File: config.mk
export PLATFORM = sky130hd
export DESIGN_NAME = fetch_unit
export DESIGN_NICKNAME = d
export VERILOG_FILES = /design/src/rtl/cpu_pkg.sv /design/src/rtl/fetch_buf.sv /design/src/rtl/fetch_unit.sv
export SDC_FILE = /design/constraint.sdc
export NUM_CORES = 1
export LEC_CHECK = 0
export BUFFER_PORTS_ARGS = -buffer_cell sky130_fd_sc_hd__buf_2
export CAP_MARGIN = 15
export CORE_UTILIZATION = 50
export CTS_BUF_LIST = sky130_fd_sc_hd__clkbuf_8
export DETAILED_ROUTE_END_ITERATION = 12
export HOLD_SLACK_MARGIN = 0.02
export PLACE_DENSITY = 0.75
export REMOVE_ABC_BUFFERS = 1
export SYNTH_ARGS = -nofsm -noshare
export SYNTH_HDL_FRONTEND = slang
export SYNTH_SLANG_ARGS = --single-unit
File: constraint.sdc
create_clock -name clk -period 8.6 [get_ports clk]
set_input_delay 0.86 -clock clk [delete_from_list [all_inputs] [get_ports clk]]
set_output_delay 0.86 -clock clk [all_outputs]
set_load 0.02 [all_outputs]
File: src/rtl/cpu_pkg.sv
// Shared CPU front-end definitions: fetch FSM states, instruction field positions
// and the fetch-buffer entry layout.
package cpu_pkg;

  localparam int unsigned INSTR_W = 16;
  localparam int unsigned PC_W    = 16;

  localparam int unsigned OPCODE_MSB = 15;
  localparam int unsigned OPCODE_LSB = 11;
  localparam int unsigned OP_EXT_MSB = 1;
  localparam int unsigned OP_EXT_LSB = 0;

  typedef enum logic [1:0] {
    ST_RUN   = 2'd0,
    ST_FLUSH = 2'd1,
    ST_HALT  = 2'd2
  } fsm_state_e;

  typedef struct packed {
    logic [PC_W-1:0]    pc;
    logic [INSTR_W-1:0] instr;
  } fetch_entry_t;

  // Instructions are 2 bytes wide; the address space wraps at 2^16.
  function automatic logic [PC_W-1:0] pc_inc(input logic [PC_W-1:0] pc);
    return pc + PC_W'(2);
  endfunction

endpackage

File: src/rtl/fetch_buf.sv
// Synchronous FIFO of fetched {pc, instr} entries between instruction memory and decode.
// A clear empties it in one cycle and wins over a simultaneous push or pop.
module fetch_buf #(
  parameter int unsigned DEPTH = 2,
  parameter int unsigned W     = 32
) (
  input  logic                       clk,
  input  logic                       rst,
  input  logic                       clr_i,
  input  logic                       push_i,
  input  logic [W-1:0]               push_data_i,
  input  logic                       pop_i,
  output logic [W-1:0]               head_o,
  output logic                       full_o,
  output logic                       empty_o,
  output logic [$clog2(DEPTH+1)-1:0] count_o
);

  localparam int unsigned PW = (DEPTH > 1) ? $clog2(DEPTH) : 1;
  localparam int unsigned CW = $clog2(DEPTH + 1);

  logic [W-1:0]  mem_q [DEPTH];
  logic [PW-1:0] wr_ptr_q, wr_ptr_d;
  logic [PW-1:0] rd_ptr_q, rd_ptr_d;
  logic [CW-1:0] count_q, count_d;
  logic          do_pop;

  function automatic logic [PW-1:0] ptr_inc(input logic [PW-1:0] p);
    return (p == PW'(DEPTH - 1)) ? '0 : p + PW'(1);
  endfunction

  assign empty_o = (count_q == '0);
  assign full_o  = (count_q == CW'(DEPTH));
  assign count_o = count_q;
  assign head_o  = mem_q[rd_ptr_q];
  assign do_pop  = pop_i && !empty_o;

  always_comb begin
    // NOTE: defaults first, so every path assigns every output and no latch is inferred.
    wr_ptr_d = wr_ptr_q;
    rd_ptr_d = rd_ptr_q;
    count_d  = count_q;
    if (clr_i) begin
      wr_ptr_d = '0;
      rd_ptr_d = '0;
      count_d  = '0;
    end else begin
      if (push_i) wr_ptr_d = ptr_inc(wr_ptr_q);
      if (do_pop) rd_ptr_d = ptr_inc(rd_ptr_q);
      case ({push_i, do_pop})
        2'b10:   count_d = count_q + CW'(1);
        2'b01:   count_d = count_q - CW'(1);
        default: count_d = count_q;
      endcase
    end
  end

  // NOTE: sequential state uses non-blocking assignments so all registers update together.
  always_ff @(posedge clk or posedge rst) begin
    if (rst) begin
      wr_ptr_q <= '0;
      rd_ptr_q <= '0;
      count_q  <= '0;
    end else begin
      wr_ptr_q <= wr_ptr_d;
      rd_ptr_q <= rd_ptr_d;
      count_q  <= count_d;
    end
  end

  // NOTE: storage is not reset; pointers and count alone decide which entries are valid.
  always_ff @(posedge clk) begin
    if (push_i && !clr_i) mem_q[wr_ptr_q] <= push_data_i;
  end

endmodule

File: src/rtl/fetch_unit.sv
// Instruction fetch unit: in-order memory requests, response buffering, redirect flush and halt.
// Define FETCH_PERF_CNT_EN to add the 32-bit fetch_count output counting delivered instructions.
module fetch_unit
  import cpu_pkg::*;
#(
  parameter logic [15:0] RESET_PC  = 16'h0000,
  parameter int unsigned BUF_DEPTH = 2
) (
  input  logic        clk,
  input  logic        rst,
  output logic        imem_req_valid,
  input  logic        imem_req_ready,
  output logic [15:0] imem_req_addr,
  input  logic        imem_rsp_valid,
  input  logic [15:0] imem_rsp_data,
  input  logic        redirect_valid,
  input  logic [15:0] redirect_pc,
  input  logic        stall,
  input  logic        halt,
  output logic        if_valid,
  output logic [15:0] if_instr,
  output logic [15:0] if_pc,
  output logic [15:0] if_pc_inc,
  output logic [4:0]  opcode,
  output logic [1:0]  op_ext
`ifdef FETCH_PERF_CNT_EN
  ,
  output logic [31:0] fetch_count
`endif
);

  localparam int unsigned CW = $clog2(BUF_DEPTH + 1);

  fsm_state_e      state_q, state_d;
  logic [PC_W-1:0] pc_q, pc_d;
  logic [PC_W-1:0] rsp_pc_q, rsp_pc_d;
  logic [CW-1:0]   out_q, out_d;
  logic [CW-1:0]   drop_q, drop_d;

  logic [CW-1:0]   buf_count;
  logic            buf_full, buf_empty;
  logic            buf_push, buf_pop, buf_clr;
  fetch_entry_t    buf_head, buf_wdata;

  logic            req_fire, rsp_keep;
  logic            redirect_take, halt_take;
  logic [CW:0]     in_use;

  // The entry leaving the buffer this cycle frees its slot for a new request immediately.
  assign in_use = {1'b0, out_q} + {1'b0, buf_count} - (CW+1)'(buf_pop);

  assign imem_req_valid = (state_q != ST_HALT) && (in_use < (CW+1)'(BUF_DEPTH));
  assign imem_req_addr  = pc_q;
  assign req_fire       = imem_req_valid && imem_req_ready;

  assign if_valid = !buf_empty && (state_q != ST_HALT);
  assign buf_pop  = if_valid && !stall;

  assign redirect_take = redirect_valid && (state_q != ST_HALT);
  assign halt_take     = buf_pop && halt && !redirect_valid;
  assign buf_clr       = redirect_take || halt_take;

  assign rsp_keep  = imem_rsp_valid && (state_q == ST_RUN) && !buf_clr;
  assign buf_push  = rsp_keep && (!buf_full || buf_pop);
  assign buf_wdata = '{pc: rsp_pc_q, instr: imem_rsp_data};

  assign if_instr  = if_valid ? buf_head.instr : '0;
  assign if_pc     = if_valid ? buf_head.pc    : '0;
  assign if_pc_inc = pc_inc(if_pc);
  assign opcode    = if_instr[OPCODE_MSB:OPCODE_LSB];
  assign op_ext    = if_instr[OP_EXT_MSB:OP_EXT_LSB];

  fetch_buf #(
    .DEPTH (BUF_DEPTH),
    .W     ($bits(fetch_entry_t))
  ) u_fetch_buf (
    .clk         (clk),
    .rst         (rst),
    .clr_i       (buf_clr),
    .push_i      (buf_push),
    .push_data_i (buf_wdata),
    .pop_i       (buf_pop),
    .head_o      (buf_head),
    .full_o      (buf_full),
    .empty_o     (buf_empty),
    .count_o     (buf_count)
  );

  always_comb begin
    out_d = out_q;
    if (req_fire) out_d = out_d + CW'(1);
    if (imem_rsp_valid && (out_q != '0)) out_d = out_d - CW'(1);
  end

  // Responses return in order, so the kept ones carry consecutive PCs starting at the
  // last redirect target; a request accepted in the redirect cycle is itself stale and
  // is therefore counted among those to drop.
  always_comb begin
    state_d  = state_q;
    pc_d     = pc_q;
    rsp_pc_d = rsp_pc_q;
    drop_d   = drop_q;
    if (req_fire) pc_d = pc_inc(pc_q);
    if (buf_push) rsp_pc_d = pc_inc(rsp_pc_q);
    if (redirect_take) begin
      pc_d     = redirect_pc;
      rsp_pc_d = redirect_pc;
      drop_d   = out_d;
      state_d  = (out_d != '0) ? ST_FLUSH : ST_RUN;
    end else if (halt_take) begin
      state_d = ST_HALT;
    end else if ((state_q == ST_FLUSH) && imem_rsp_valid) begin
      drop_d = drop_q - CW'(1);
      if (drop_q == CW'(1)) state_d = ST_RUN;
    end
  end

  always_ff @(posedge clk or posedge rst) begin
    if (rst) begin
      state_q  <= ST_RUN;
      pc_q     <= RESET_PC;
      rsp_pc_q <= RESET_PC;
      out_q    <= '0;
      drop_q   <= '0;
    end else begin
      state_q  <= state_d;
      pc_q     <= pc_d;
      rsp_pc_q <= rsp_pc_d;
      out_q    <= out_d;
      drop_q   <= drop_d;
    end
  end

`ifdef FETCH_PERF_CNT_EN
  logic [31:0] fetch_count_q;

  always_ff @(posedge clk or posedge rst) begin
    if (rst)          fetch_count_q <= '0;
    else if (buf_pop) fetch_count_q <= fetch_count_q + 32'd1;
  end

  assign fetch_count = fetch_count_q;
`endif

endmodule
==> impl_metrics.tcl <==
set metrics [dict create \
    place.port_buffers 111 \
    clock_sink_count 105 \
    starting_density_of_the_core_pct 51.7 \
    global_route.peak_usage_layer "met2" \
    worst_hold_startpoint "imem_req_addr[0]" \
    cp_cell_sequence "mux2i_1 -> nor4_2 -> nand3_1 -> nor4b_1 -> xor2_1 -> buf_2" \
    synthesis.area_sq_um 5360 \
    die_height_um 106 \
    timing_max_transition_violations_final 0 \
    detail-route-antenna-nets 0 \
    finalCritPeriodShare_pct 47.9 \
    grt_start_max_net_pins 50 \
    post_synthesis_instance_total 459 \
    final_period_minus_worst_setup_slack_ns 4.12 \
    placed_cells_incl_taps 680 \
    hold_viol_final 0 \
    ctsHtreeMaxLevel 3 \
    tritoncts.num_buffers 9 \
    detailed_place_hpwl_mm 7.83 \
    yosys.cell_count.top_type "edfxtp_1" \
    critPathArrivalTime_ns 3.26 \
    pwr_density_cell_nw_per_um2 247 \
    regToRegEndpoint "imem_req_addr[15]" \
    global_route.overflow_total 0 \
    cts-resized-gates 0 \
    endpoint_kind "primary output" \
    ios 112 \
    critPathKind "register to primary output" \
    cell_count_of_the_worst_reg_to_reg_path 9 \
    leakage_power_nw 2.42 \
    postCtsSetupBuffers 0 \
    drive_above_1_share_pct 27.9 \
    timing.rr.start "u_fetch_buf.count_o[0]" \
    peakVddDrop_mv 0.183 \
    num_rows 37 \
    most_common_flop_cell_mapped_by_yosys "edfxtp_1" \
    synth_top_cell_by_area "edfxtp_1" \
    floorplan.die_area_sq_um 11100 \
    final_util_pct 59.3 \
    final_power_w 0.00152 \
    design_area_sq_um 6150 \
    worst_clock_skew_ns 0.0156 \
    setup_total_negative_slack_ns 0 \
    drt-total-wl_mm 11.2 \
    fin_nets 601 \
    mean_area_per_synthesized_cell_sq_um 11.7 \
    drcViolationCount 0 \
    ys.warnings.count 0 \
    final.fill_count 875 \
    route.detailed.vias_per_inst 5.46 \
    run_status "finished clean" \
    grt_pass1_wl_mm 18.0 \
    gp_weighted_congestion 0.825 \
    postSynthRegisterBits 105 \
    critPathMaxFanout 49 \
    detailedRoute.firstPassIterationCount 4 \
    n_antenna_cell 0 \
    layout-area-overhead-vs-synth_pct 14.7 \
    grt_usage_pct 20.8 \
    cts_tree "done" \
    report.final.setup_viol 0 \
    maxCapViolCount 0 \
    clockBufferDepth 2 \
    drt-initial-drc-count 193 \
    detailroute.via_count 3802 \
    number_of_synthesized_flops_with_an_enable_pin 64 \
    cell_area_placed_sq_um 5950 \
    relSlewSlack_pct 22.1 \
    startpoint_type "register" \
    grt_use_met3_pct 5.19 \
    synth-seq-area-share_pct 55.0 \
    critical_path_required_ns 7.74 \
    post_synth_num_cell_types 57 \
    hold_path_depth 0 \
    type_of_the_most_critical_hold_path "register to register" \
    synthTopCellsByArea "edfxtp_1 (36%), dfrtp_1 (19%), mux2i_1 (6.5%), xnor2_1 (4.3%), nor2_1 (4.1%)" \
    path_clk_slew_ns 0.11 \
    ctsHoldBuffers 0 \
    timing.hold.worst_endpoint "u_fetch_buf.mem_q[1][16]" \
    final-instance-count-excl-fill 696 \
    fp.coreArea_sq_um 10400 \
    synth.cells.most_frequent "edfxtp_1 (64), nor2_1 (58), dfrtp_1 (41)" \
    worst_reg_to_reg_setup_slack_ns 5.25 \
    initial_antenna_violation_count 0 \
    avgRoutedWirePerCell_um 16.0 \
    yosysTopAreaCellShare_pct 35.9 \
    dieWidth_um 106 \
    groute.layer.met2.usage_pct 32.1 \
    crit_slowest_cell "dfrtp_2" \
    worst_slew_pin_slew_ns 1.17 \
    met1_usage_pct 29.4 \
    grt_pass1_vias 3531 \
    buffer_cell_driving_the_clock_tree_root "clkbuf_8" \
    grt_setup_unrepaired "no" \
    postSynth.asyncResetShare_pct 39.0 \
    max_freq_ghz 0.243 \
    insertion_delay_ns 0.37 \
    slowest_delay_ns 1.14 \
]
## cell families (layout without fill, tap and decap cells)
kind of cell	Yosys count	after routing	share of synthesized area, %
and+or+nand+nor	168	168	18.5
DFF	105	105	55.0
AOI/OAI and AO/OA	56	56	6.28
xor gates and xnor gates	45	45	7.36
buffers and inverters	41	142	4.13
muxes	37	37	6.96
adders and majority gates	7	7	1.77
## per-layer routing
metal	wire [um]	vias up
met5	0	-
met4	165	0
met3	795	14
met2	5070	158
met1	5140	1787
li1	-	1843
## how the worst max path moves through the flow
stage                               startpoint                      end  slack (ns)
after floorplan                 imem_rsp_valid  u_fetch_buf.mem_q[0][0]        3.22
after global placement    u_fetch_buf.rd_ptr_q            if_pc_inc[12]        4.92
after detailed placement  u_fetch_buf.rd_ptr_q            if_pc_inc[12]        4.80
after CTS                 u_fetch_buf.rd_ptr_q            if_pc_inc[12]        4.40
after global routing      u_fetch_buf.rd_ptr_q            if_pc_inc[12]        4.12
final                     u_fetch_buf.rd_ptr_q            if_pc_inc[12]        4.48
## layout make-up
type                    count  area (sq um)  share of cell area (%)
flip-flops and latches    105          2950                    48.0
multi-input cells         313          2200                    35.8
repair buffers            117           601                    9.77
well taps                 136           170                    2.77
clock buffers               9           124                    2.02
clock inverters             7          70.1                    1.14
inverters                   9          33.8                   0.550
## state kept, by name (all words and copies together) (netlist names)
signal                cells
u_fetch_buf.wr_ptr_q      1
u_fetch_buf.mem_q        64
out_q                     2
u_fetch_buf.count_o       2
drop_q                    2
rsp_pc_q                 15
state_q                   2
u_fetch_buf.rd_ptr_q      1
imem_req_addr            16
## where the power goes
group / switching (W) / total (W) / internal [W] / leakage (nW)
clock: 0.000183 / 0.000297 / 0.000114 / 0.101
sequential: 0.0000725 / 0.000684 / 0.000612 / 1.05
combinational: 0.000337 / 0.000539 / 0.000202 / 1.26
## critical path: cells and delay by family, from the launching register on
family	cells	cell delay, ns
xor gates and xnor gates	1	0.21
DFF	1	1.14
and+or+nand+nor	3	0.98
muxes	1	0.34
buffers and inverters	1	0.20
## cells in the final DEF, fill, tap and decap left out, types with 4 or more instances in the layout
| cell | instances |
|---|---|
| a21oi_1 | 33 |
| and3_1 | 6 |
| buf_2 | 111 |
| buf_4 | 6 |
| clkbuf_8 | 9 |
| dfrtp_1 | 40 |
| edfxtp_1 | 64 |
| ha_1 | 6 |
| inv_1 | 9 |
| mux2i_1 | 35 |
| nand2_1 | 26 |
| nand2b_1 | 4 |
| nand3_1 | 10 |
| nand4_1 | 13 |
| nand4b_1 | 4 |
| nor2_1 | 58 |
| nor2b_1 | 6 |
| nor3_1 | 6 |
| nor3_2 | 5 |
| nor4_1 | 4 |
| nor4_2 | 4 |
| o21ai_0 | 5 |
| xnor2_1 | 26 |
| xor2_1 | 19 |
## through the flow
step	hold slack, ns	setup WS [ns]
3_5_place_dp	0.491	4.80
5_1_grt	0.539	4.12
2_1_floorplan	0.463	3.22
4_1_cts	0.523	4.40
3_3_place_gp	0.482	4.92
6_report	0.519	4.48
No activity file was read; power rests on OpenSTA's default activity.
